**config.mk**
```make
export PLATFORM = sky130hd
export DESIGN_NAME = ddr3_test_master
export DESIGN_NICKNAME = d
export VERILOG_FILES = /design/src/rtl/ddr3_test_pkg.sv /design/src/rtl/ddr3_test_watchdog.sv /design/src/rtl/ddr3_test_master.sv
export SDC_FILE = /design/constraint.sdc
export NUM_CORES = 1
export LEC_CHECK = 0
export BUFFER_PORTS_ARGS = -buffer_cell sky130_fd_sc_hd__clkbuf_2
export CORE_AREA = 2 2 233 235
export DETAILED_ROUTE_END_ITERATION = 16
export DIE_AREA = 0 0 235 237
export HOLD_SLACK_MARGIN = 0.15
export SETUP_SLACK_MARGIN = 0.2
export SYNTH_ARGS = -nofsm -noshare
export SYNTH_HDL_FRONTEND = slang
export SYNTH_HIERARCHICAL = 1
export SYNTH_SLANG_ARGS = --single-unit
```
**constraint.sdc**
```tcl
create_clock -name clk -period 2.05 [get_ports clk]
set_clock_uncertainty 0.05 [all_clocks]
set_input_delay 0.41 -clock clk [delete_from_list [all_inputs] [get_ports clk]]
set_output_delay 0.41 -clock clk [all_outputs]
set_load 0.05 [all_outputs]
```
**src/rtl/ddr3_test_pkg.sv**
```systemverilog
// Shared types and default widths for the DDR3 test master.
package ddr3_test_pkg;

    localparam int DDR3_ADDR_W = 26;
    localparam int DDR3_DATA_W = 128;

    typedef enum logic [1:0] {
        ST_IDLE    = 2'd0,
        ST_WR_REQ  = 2'd1,
        ST_RD_REQ  = 2'd2,
        ST_RD_WAIT = 2'd3
    } ddr3_state_t;

endpackage

```
**src/rtl/ddr3_test_watchdog.sv**
```systemverilog
// Read-return watchdog: counts cycles while i_run is high and flags expiry
// on the TIMEOUT_CYCLES-th cycle.
module ddr3_test_watchdog #(
    parameter int TIMEOUT_CYCLES = 1023
)(
    input  logic clk,
    input  logic reset,
    input  logic i_run,
    output logic o_expire
);

    localparam int CNT_W = $clog2(TIMEOUT_CYCLES + 1);

    logic [CNT_W-1:0] r_cnt;

    always_ff @(posedge clk) begin
        if (reset || !i_run)
            r_cnt <= '0;
        else
            r_cnt <= r_cnt + 1'b1;
    end

    assign o_expire = i_run && (r_cnt == CNT_W'(TIMEOUT_CYCLES - 1));

endmodule

```
**src/rtl/ddr3_test_master.sv**
```systemverilog
// Single-outstanding Avalon-MM test master for a DDR3 controller.
// Read watchdog is compiled in when DDR3_TEST_TIMEOUT_EN is defined.
module ddr3_test_master
    import ddr3_test_pkg::*;
#(
    parameter int ADDR_W         = DDR3_ADDR_W,
    parameter int DATA_W         = DDR3_DATA_W,
    parameter int TIMEOUT_CYCLES = 1023
)(
    input  logic                clk,
    input  logic                reset,
    input  logic                test_wr_ddr3,
    input  logic                test_rd_ddr3,
    input  logic [31:0]         test_addr,
    input  logic [DATA_W-1:0]   test_wr_data,
    output logic [DATA_W-1:0]   test_rd_data,
    output logic                wr_finish,
    output logic                rd_finish,
    output logic                rd_timeout,
    output logic [ADDR_W-1:0]   avm_address,
    output logic                avm_write,
    output logic                avm_read,
    output logic [DATA_W-1:0]   avm_writedata,
    output logic [DATA_W/8-1:0] avm_byteenable,
    input  logic                avm_waitrequest,
    input  logic [DATA_W-1:0]   avm_readdata,
    input  logic                avm_readdatavalid
);

    ddr3_state_t       r_state;
    logic              r_wr_pend;
    logic              r_rd_pend;
    logic [ADDR_W-1:0] r_addr;
    logic [DATA_W-1:0] r_wdata;
    logic [DATA_W-1:0] r_rdata;
    logic              r_write;
    logic              r_read;
    logic              r_wr_fin;
    logic              r_rd_fin;

    logic w_wr_req;
    logic w_rd_req;
    logic w_idle;
    logic w_start_wr;
    logic w_start_rd;
    logic w_in_wait;
    logic w_expire;
    logic w_unused;

    // A request is live if it is pulsing now or was parked while busy.
    assign w_wr_req   = test_wr_ddr3 | r_wr_pend;
    assign w_rd_req   = test_rd_ddr3 | r_rd_pend;
    assign w_idle     = (r_state == ST_IDLE);
    assign w_start_wr = w_idle & w_wr_req;
    assign w_start_rd = w_idle & ~w_wr_req & w_rd_req;
    assign w_in_wait  = (r_state == ST_RD_WAIT);

    assign w_unused = ^test_addr[31:ADDR_W] ^ (TIMEOUT_CYCLES == 0);

`ifdef DDR3_TEST_TIMEOUT_EN
    logic r_rd_timeout;

    ddr3_test_watchdog #(
        .TIMEOUT_CYCLES (TIMEOUT_CYCLES)
    ) u_wdog (
        .clk      (clk),
        .reset    (reset),
        .i_run    (w_in_wait),
        .o_expire (w_expire)
    );

    assign rd_timeout = r_rd_timeout;
`else
    assign w_expire   = 1'b0;
    assign rd_timeout = 1'b0;
`endif

    always_ff @(posedge clk) begin
        if (reset) begin
            r_state   <= ST_IDLE;
            r_wr_pend <= 1'b0;
            r_rd_pend <= 1'b0;
            r_addr    <= '0;
            r_wdata   <= '0;
            r_rdata   <= '0;
            r_write   <= 1'b0;
            r_read    <= 1'b0;
            r_wr_fin  <= 1'b0;
            r_rd_fin  <= 1'b0;
`ifdef DDR3_TEST_TIMEOUT_EN
            r_rd_timeout <= 1'b0;
`endif
        end else begin
            r_wr_fin  <= 1'b0;
            r_rd_fin  <= 1'b0;
            // Parking flags are one deep, so repeats while set simply merge.
            r_wr_pend <= w_wr_req & ~w_start_wr;
            r_rd_pend <= w_rd_req & ~w_start_rd;
            case (r_state)
                ST_IDLE: begin
                    if (w_start_wr) begin
                        r_addr  <= test_addr[ADDR_W-1:0];
                        r_wdata <= test_wr_data;
                        r_write <= 1'b1;
                        r_state <= ST_WR_REQ;
                    end else if (w_start_rd) begin
                        r_addr  <= test_addr[ADDR_W-1:0];
                        r_read  <= 1'b1;
                        r_state <= ST_RD_REQ;
                    end
                end
                ST_WR_REQ: begin
                    if (!avm_waitrequest) begin
                        r_write  <= 1'b0;
                        r_wr_fin <= 1'b1;
                        r_state  <= ST_IDLE;
                    end
                end
                ST_RD_REQ: begin
                    if (!avm_waitrequest) begin
                        r_read  <= 1'b0;
                        r_state <= ST_RD_WAIT;
                    end
                end
                ST_RD_WAIT: begin
                    if (avm_readdatavalid) begin
                        r_rdata  <= avm_readdata;
                        r_rd_fin <= 1'b1;
                        r_state  <= ST_IDLE;
                    end else if (w_expire) begin
`ifdef DDR3_TEST_TIMEOUT_EN
                        r_rd_timeout <= 1'b1;
`endif
                        r_rd_fin <= 1'b1;
                        r_state  <= ST_IDLE;
                    end
                end
                default: r_state <= ST_IDLE;
            endcase
        end
    end

    assign test_rd_data   = r_rdata;
    assign wr_finish      = r_wr_fin;
    assign rd_finish      = r_rd_fin;
    assign avm_address    = r_addr;
    assign avm_write      = r_write;
    assign avm_read       = r_read;
    assign avm_writedata  = r_wdata;
    assign avm_byteenable = '1;

endmodule

```
==> results of run 1 <==
logic make-up after synthesis:
kind of cell	Yosys count	share of synthesized area, %
AND/OR/NAND/NOR	453	18.6
AO/OA/AOI/OAI	393	18.3
flip-flops	290	53.6
buffers and inverters	142	6.85
multiplexers	27	2.50
other	2	0.0694
worst paths after layout:
check | to | slack, ns | cells past startpoint
min reg2reg | test_rd_data[88]$_SDFFE_PP0P_ | 0.40 | 2
min | avm_writedata[122]$_SDFFE_PP0P_ | 0.18 | 3
max reg2reg | avm_writedata[43]$_SDFFE_PP0P_ | 0.35 | 4
max | test_rd_data[53] | 0.30 | 1
stage by stage:
stage / total power, W / hold slack (ns) / std cells / utilization, % / area, sq um
after floorplan: 0.00853 / 0.466 / 1322 / - / 10900
final: 0.0160 / 0.181 / 2830 / 34.3 / 18300
after global placement: 0.00948 / 0.393 / 2481 / 26.9 / 14300
after global routing: 0.0167 / 0.156 / 2829 / 34.3 / 18300
after detailed placement: 0.00953 / 0.396 / 2481 / 26.9 / 14300
after CTS: 0.0162 / 0.151 / 2824 / 34.2 / 18200
final cells by class:
cell class	instances	area, sq um
tap	696	871
sequential	290	5810
antenna	5	12.5
clock buffer	47	960
timing repair buffer	884	6090
multi-input combinational	892	4380
clock inverter	15	155
fill	5285	35000
inverter	1	3.75
metal layers:
| metal | track usage (%) | part of all wire (%) | routed length, microns |
|---|---|---|---|
| met1 | 17.2 | 38 | 17800 |
| met2 | 26.5 | 49 | 22500 |
| met3 | 5.14 | 8.8 | 4060 |
| met4 | 7.54 | 4.2 | 1950 |
| met5 | 0 | 0.091 | 42 |
power by group through the flow:
stage               logic, W  registers (W)  clock network [W]
detailed placement   0.00325        0.00628                  0
global placement     0.00322        0.00626                  0
finish               0.00375        0.00618            0.00608
floorplan            0.00113        0.00740                  0
CTS                  0.00370        0.00618            0.00629
global route         0.00397        0.00622            0.00651
cells in the final DEF, fill, tap and decap left out, types with 2 or more instances in the layout:
cell type / instances
a21oi_1: 259
buf_12: 11
buf_4: 19
bufinv_16: 2
clkbuf_1: 7
clkbuf_16: 35
clkbuf_2: 572
clkbuf_8: 6
clkinv_2: 6
clkinvlp_4: 3
conb_1: 17
dfxtp_1: 288
dfxtp_4: 2
diode_2: 5
dlygate4sd3_1: 279
inv_6: 3
mux2i_1: 27
nand2_1: 260
nand2b_1: 53
nand3_1: 128
nor2_1: 2
nor2_4: 2
nor3_1: 3
o21ai_0: 121
o21ai_1: 10
or2_4: 2
sequential cells by signal (all words and copies together) (netlist names):
name,flops
avm_writedata,128
test_rd_data,128
avm_address,26
r_state,2
avm_read,1
avm_write,1
r_rd_pend,1
r_wr_pend,1
rd_finish,1
wr_finish,1
synth_stat cells (all sizes together):
master,number
dfxtp,290
a21oi,260
nand2,260
o21ai,131
nand3,129
buf,79
clkbuf,62
nand2b,53
mux2i,27
nor2,4
nor3,3
conb,2
or2,2
a211oi,1
a221oi,1
and3,1
inv,1
or3b,1
timing repair:
action,CTS,global route
setup endpoints to repair,115,2
resized for setup,5,0
gates cloned,2,1
pin swaps,2,0
hold buffers,279,0
endpoints found under the hold margin,281,0
==> impl_metrics.tcl, run 1 <==
set metrics [dict create \
    final-setup-viol-count 0 \
    rsz0062_at_grt "no" \
    p_int_w 0.0108 \
    syn_area_sq_um 10800 \
    power_leakage_nw 7.87 \
    die_x_microns 235 \
    drv_cap 0 \
    critPathLaunch "test_rd_data[53]$_SDFFE_PP0P_" \
    grt_pass1_vias 12239 \
    synth_cells 1307 \
    tns_ns 0 \
    dieArea_sq_um 55700 \
    fin_nets 2397 \
    synth_area_leaders "dfxtp_1 (54%), a21oi_1 (12%), nand2_1 (9.0%)" \
    r2r-start "r_state[1]$_SDFFE_PP0P_" \
    arrival_ns 1.29 \
    pwr-share-comb_pct 23.4 \
    ys_ff_latch 290 \
    h-tree-depth 2 \
    track_usage_pct 15.5 \
    critPathMaxStageDelay_ns 0.43 \
    cts_sinks 290 \
    ir_drop_uv 594 \
    cp.required_ns 1.59 \
    drt-initial-drc-count 581 \
    place_ws_ns 0.133 \
    ys_warn_count 6 \
    io_buffers 573 \
    fin_crit_sh_pct 85.3 \
    place_congestion 0.875 \
    maxSlewViolCount 0 \
    clockBufferDepth 3 \
    switching_share_pct 32.9 \
    routed_wl_microns 46300 \
    final.setup.worst_slack_ns 0.301 \
    status "completed" \
    start_util_pct 20.3 \
    path_cells "clkbuf_2" \
    path_max_fanout 2 \
    hold_violations 0 \
    clk_pin_slew_ns 0.06 \
    grt_max_degree 108 \
    dieHeight_microns 237 \
    vias_per_cell 4.45 \
    cts_buffers 34 \
    wl_per_cell_microns 16.4 \
    drc 0 \
    via_count 12607 \
    synth_area_per_cell_sq_um 8.28 \
    cts_tree "yes" \
    grt_overflow 0 \
    num_rows 85 \
    io-pin-count 597 \
    crit_path_start_kind "register" \
    detail_route.first_pass.iterations 5 \
    power_density_nw_per_um2 876 \
    synth_largest_area_cell "dfxtp_1" \
    p_seq_share_pct 38.6 \
    clk_latency_ns 0.54 \
    cts_setup_buffers 0 \
    drive_above_1_share_pct 31.6 \
    core-area_sq_um 53300 \
    areaGrowthSynthToFinish_pct 68.8 \
    fmax_ghz 0.572 \
    path_delay_family "flip-flops" \
    clockPowerShare_pct 38.0 \
    synthDistinctLibCells 28 \
    grt_pass1_wl_microns 68500 \
    antenna_found_initial 9 \
    worstSetupPathType "reg -> out" \
    yosysSeqAreaShare_pct 53.6 \
    cp_slowest_cell "dfxtp_1" \
    p_sw_w 0.00527 \
    netlist.area_leader.share_pct 53.6 \
    hpwl_microns 28900 \
    detail-route-antenna-nets 0 \
    holdCritPathClass "in -> reg" \
    end_kind "output port" \
    cts-root-buf "clkbuf_16" \
    hold_path.startpoint "test_wr_data[122]" \
    finalCriticalPeriod_ns 1.75 \
    crit_buf_inv 1 \
]
(Power assumes the default switching activity.)
==> run 2: changes to the inputs <==
==> constraint.sdc (replaced) <==
create_clock -name clk -period 2.05 [get_ports clk]
set_clock_uncertainty 0.05 [all_clocks]
set_input_delay 0 -clock clk [delete_from_list [all_inputs] [get_ports clk]]
set_output_delay 0 -clock clk [all_outputs]
set_load 0.05 [all_outputs]
==> impl_metrics.tcl, run 2 (synthesis results as in run 1) <==
set metrics [dict create \
    drive_above_1_share_pct 31.5 \
    most-common-layout-cells "clkbuf_2 (572), dlygate4sd3_1 (305), dfxtp_1 (288)" \
    wl_per_cell_microns 16.3 \
    io-pin-count 597 \
    grt_pass1_vias 12800 \
    grt_pass1_wl_microns 69900 \
    cts-root-buf "clkbuf_16" \
    power_density_nw_per_um2 877 \
    core-area_sq_um 53300 \
    antenna_found_initial 5 \
    clockBufferDepth 3 \
    maxSlewViolCount 0 \
    power_leakage_nw 8.05 \
    final-setup-viol-count 0 \
    nFillCells 5313 \
    vias_per_cell 4.44 \
    grt_max_degree 93 \
    fmax_ghz 0.572 \
    track_usage_pct 15.8 \
    crit_path_start_kind "register" \
    path_max_fanout 10 \
    detail-route-antenna-nets 0 \
    seq_area_sq_um 5810 \
    fin_crit_sh_pct 85.2 \
    start_util_pct 20.3 \
    cts_sinks 290 \
    tightestPinTransition_ns 0.529 \
    cts_tree "yes" \
    holdCritPathClass "in -> reg" \
    cts_buffers 35 \
    clk_pin_slew_ns 0.07 \
    slew_headroom_pct 64.7 \
    worstSetupPathType "reg -> reg" \
    cp.required_ns 2.46 \
    clk_latency_ns 0.54 \
    drt-initial-drc-count 592 \
    detail_route.first_pass.iterations 5 \
    fin_nets 2432 \
    whs_ns 0.195 \
    multi_input_comb_area_sq_um 4400 \
    reg2reg_depth 5 \
    areaGrowthSynthToFinish_pct 72.8 \
    arrival_ns 2.16 \
    grt_overflow 0 \
    dp_cells 2488 \
    status "completed" \
    dieHeight_microns 237 \
    drv_cap 0 \
    dieArea_sq_um 55700 \
    via_count 12692 \
    tns_ns 0 \
    h-tree-depth 2 \
    final.setup.worst_slack_ns 0.303 \
    place_ws_ns 0.206 \
    instances_no_fill 2861 \
    route.met2.wl_microns 22000 \
    io_buffers 573 \
    drc 0 \
    dr.max_layer_used "met5" \
    hold_violations 0 \
    rsz0062_at_grt "no" \
    met1_length_microns 18000 \
    die_x_microns 235 \
    hpwl_microns 29500 \
    layout_commonest_cell "clkbuf_2" \
    dr_wl_met3_microns 4000 \
    place_congestion 0.875 \
    finalCriticalPeriod_ns 1.75 \
    min_path_cells 4 \
    ir_drop_uv 635 \
    routed_wl_microns 46600 \
    num_rows 85 \
    end_kind "register" \
]
[run 2: path summary, 6_finish.rpt]
| kind | from | endpoint | slack, ns |
|---|---|---|---|
| worst min register to register | test_rd_data[65]$_SDFFE_PP0P_ | test_rd_data[65]$_SDFFE_PP0P_ | 0.40 |
| worst max register to register | r_state[0]$_SDFFE_PP0P_ | r_state[0]$_SDFFE_PP0P_ | 0.30 |
| worst min-delay path | test_wr_data[36] | avm_writedata[36]$_SDFFE_PP0P_ | 0.19 |
| worst max-delay path | r_state[0]$_SDFFE_PP0P_ | r_state[0]$_SDFFE_PP0P_ | 0.30 |
[run 2: cell type report]
| type | instances | area share [%] |
|---|---|---|
| sequential | 290 | 31.1 |
| timing repair buffer | 916 | 34.3 |
| inverter | 1 | 0.0201 |
| tap | 696 | 4.65 |
| multi-input combinational | 894 | 23.5 |
| clock inverter | 12 | 1.03 |
| antenna | 4 | 0.0535 |
| clock buffer | 48 | 5.37 |
[run 2: layer usage]
layer  vias up  global-route usage [%]
li1       6043                       -
met1      5868                    18.0
met2       655                    26.2
met3       124                    4.60
met4         2                    9.49
met5         -                       0
[run 2: worst max-delay path, stage by stage (launching register included)]
cell and delay [ns]:
dfxtp_4 0.50, buf_4 0.19, mux2i_1 0.19, dlygate4sd3_1 0.58, nand2_1 0.06, a21oi_1 0.11
[run 2: power breakdown]
| part | switching [W] | total [W] | internal (W) |
|---|---|---|---|
| registers | 0.000206 | 0.00619 | 0.00598 |
| clock network | 0.00249 | 0.00644 | 0.00395 |
| logic | 0.00254 | 0.00379 | 0.00125 |
| total | 0.00524 | 0.0164 | 0.0112 |
[run 2: timing repair]
item,CTS,global route
gates resized for setup,3,2
endpoints found under the setup margin,10,95
hold endpoints to repair,290,0
hold buffers,305,0
gates cloned,3,1
pin swaps,3,2
setup buffers,0,0
[run 2: through the flow]
step           instance area, sq um  total power [W]  util [%]
3_3_place_gp                  14400          0.00951      27.0
5_1_grt                       18700           0.0171      35.1
4_1_cts                       18700           0.0166      35.1
3_5_place_dp                  14400          0.00955      27.0
6_report                      18700           0.0164      35.1
2_1_floorplan                 10900          0.00853         -
==> run 3: changes to the inputs <==
--- a/config.mk
+++ b/config.mk
@@ -6,9 +6,9 @@
 export NUM_CORES = 1
 export LEC_CHECK = 0
 export BUFFER_PORTS_ARGS = -buffer_cell sky130_fd_sc_hd__clkbuf_2
-export CORE_AREA = 2 2 233 235
+export CORE_AREA = 2 2 231 233
 export DETAILED_ROUTE_END_ITERATION = 16
-export DIE_AREA = 0 0 235 237
+export DIE_AREA = 0 0 233 235
 export HOLD_SLACK_MARGIN = 0.15
 export SETUP_SLACK_MARGIN = 0.2
 export SYNTH_ARGS = -nofsm -noshare
==> impl_metrics.tcl, run 3 (synthesis results as in run 1) <==
set metrics [dict create \
    cts_tree "yes" \
    io-pin-count 597 \
    grt_pass1_vias 12464 \
    path_cells "or2_4 -> buf_4 -> o21ai_0 -> a21oi_1" \
    clk_pin_slew_ns 0.06 \
    fmax_ghz 0.557 \
    drv_cap 0 \
    detail-route-antenna-nets 0 \
    maxSlewViolCount 0 \
    status "completed" \
    holdPathEnd "test_rd_data[21]$_SDFFE_PP0P_" \
    worstSetupPathType "reg -> reg" \
    fin_nets 2439 \
    cts_sinks 290 \
    power_leakage_nw 8.05 \
    grt_pass1_wl_microns 67800 \
    crit_buf_inv 1 \
    finalCriticalPeriod_ns 1.79 \
    r2r-start "r_state[1]$_SDFFE_PP0P_" \
    tightestPinTransition_ns 0.539 \
    most-common-layout-cells "clkbuf_2 (572), dlygate4sd3_1 (313), dfxtp_1 (288)" \
    hold_violations 0 \
    cp.required_ns 2.46 \
    hold_path.startpoint "avm_readdata[21]" \
    multi_input_comb_area_sq_um 4380 \
    path_delay_family "flip-flops" \
    drive_above_1_share_pct 31.2 \
    fin_crit_sh_pct 87.5 \
    critPathMaxStageDelay_ns 0.54 \
    cp_slowest_cell "dfxtp_2" \
    ir_drop_uv 614 \
    r2r_slack_ns 0.26 \
    cts-root-buf "clkbuf_16" \
    wl_per_cell_microns 16.1 \
    track_usage_pct 15.6 \
    power_density_nw_per_um2 867 \
    core-area_sq_um 52200 \
    layout_commonest_cell "clkbuf_2" \
    path_max_fanout 30 \
    seq_area_sq_um 5810 \
    cp.depth 4 \
    io_buffers 573 \
    arrival_ns 2.20 \
    die_x_microns 233 \
    crit_path_start_kind "register" \
    detail_route.first_pass.iterations 6 \
    clk_latency_ns 0.53 \
    dieArea_sq_um 54800 \
    cts_buffers 34 \
    place_congestion 0.786 \
    slew_headroom_pct 64.1 \
    end_kind "register" \
    final-setup-viol-count 0 \
    hpwl_microns 29400 \
    post-route-util_pct 35.9 \
    num_rows 84 \
    antenna_found_initial 10 \
    vias_per_cell 4.40 \
    via_count 12595 \
    reg2reg_depth 4 \
    tns_ns 0 \
    h-tree-depth 2 \
    routed_wl_microns 46000 \
    clockBufferDepth 3 \
    drc 0 \
    rsz0062_at_grt "yes" \
    grt_max_degree 120 \
    holdCritPathClass "in -> reg" \
    grt_overflow 0 \
    start_util_pct 20.7 \
    min_path_cells 4 \
    drt-initial-drc-count 557 \
    areaGrowthSynthToFinish_pct 73.0 \
    dieHeight_microns 235 \
    nFillCells 5166 \
    r2r-end "avm_writedata[67]$_SDFFE_PP0P_" \
]
==> run 3: cell types whose count changed in the layout (fill, tap and decap cells not counted), sizes merged <==
cell         before  now
or2               4    2
clkbuf          620  627
buf              39   41
nand3           130  129
clkinv            6    3
diode             4    5
inv               2    1
clkinvlp          1    0
bufinv            4    2
dlygate4sd3     305  313
==> run 3: cell type report <==
class	instances	share of cell area, %
Clock buffer	54	5.64
Tap cell	688	4.60
Antenna cell	5	0.0668
Timing Repair Buffer	927	34.8
Multi-Input combinational cell	891	23.4
Sequential cell	290	31.0
Clock inverter	5	0.521
Inverter	1	0.0200
==> run 3: repair_timing <==
action | in CTS | in global routing
cloned | 1 | 1
pin swaps | 2 | 1
endpoints found under the setup margin | 9 | 3
hold endpoints to repair | 290 | 0
gates resized for setup | 2 | 2
buffers inserted | 0 | 2
hold buffers | 313 | 0
==> run 3: tightest hold or removal path: stages <==
cell and delay [ns]:
dlygate4sd3_1 0.53, clkbuf_2 0.10, nand2_1 0.04, a21oi_1 0.05
==> run 3: worst max path at each step <==
stage | from | end | slack (ns)
6_report | r_state[1]$_SDFFE_PP0P_ | avm_writedata[67]$_SDFFE_PP0P_ | 0.26
4_1_cts | r_state[0]$_SDFFE_PP0P_ | avm_read$_SDFFE_PP0P_ | 0.22
3_5_place_dp | r_state[1]$_SDFFE_PP0P_ | test_rd_data[61]$_SDFFE_PP0P_ | 0.18
2_1_floorplan | r_state[1]$_SDFFE_PP0P_ | avm_writedata[0]$_SDFFE_PP0P_ | 0.69
3_3_place_gp | r_state[1]$_SDFFE_PP0P_ | test_rd_data[83]$_SDFFE_PP0P_ | 0.29
5_1_grt | r_state[0]$_SDFFE_PP0P_ | avm_read$_SDFFE_PP0P_ | 0.17
==> run 3: metrics by stage <==
step	cell area, sq um	setup WS [ns]	instances	hold WS (ns)	power (W)
after floorplan	10900	0.686	1322	0.0860	0.00853
after global placement	14400	0.286	2480	0.174	0.00947
after detailed placement	14400	0.182	2480	0.180	0.00951
after CTS	18700	0.217	2853	0.151	0.0163
after global routing	18700	0.168	2860	0.173	0.0169
final	18700	0.256	2861	0.196	0.0162
==> run 3: per-layer routing <==
layer / vias to the layer above / track usage [%] / part of all wire, %
li1: 6062 / - / -
met1: 5830 / 17.2 / 38
met2: 597 / 27.8 / 50
met3: 102 / 4.82 / 8.7
met4: 4 / 5.77 / 3.3
met5: - / 0 / 0.059
==> run 3: where the power goes <==
| group | leakage (nW) | total, W | switching, W | internal, W |
|---|---|---|---|---|
| sequential | 2.36 | 0.00619 | 0.000205 | 0.00598 |
| combinational | 5.12 | 0.00380 | 0.00252 | 0.00128 |
| clock | 0.566 | 0.00626 | 0.00246 | 0.00379 |
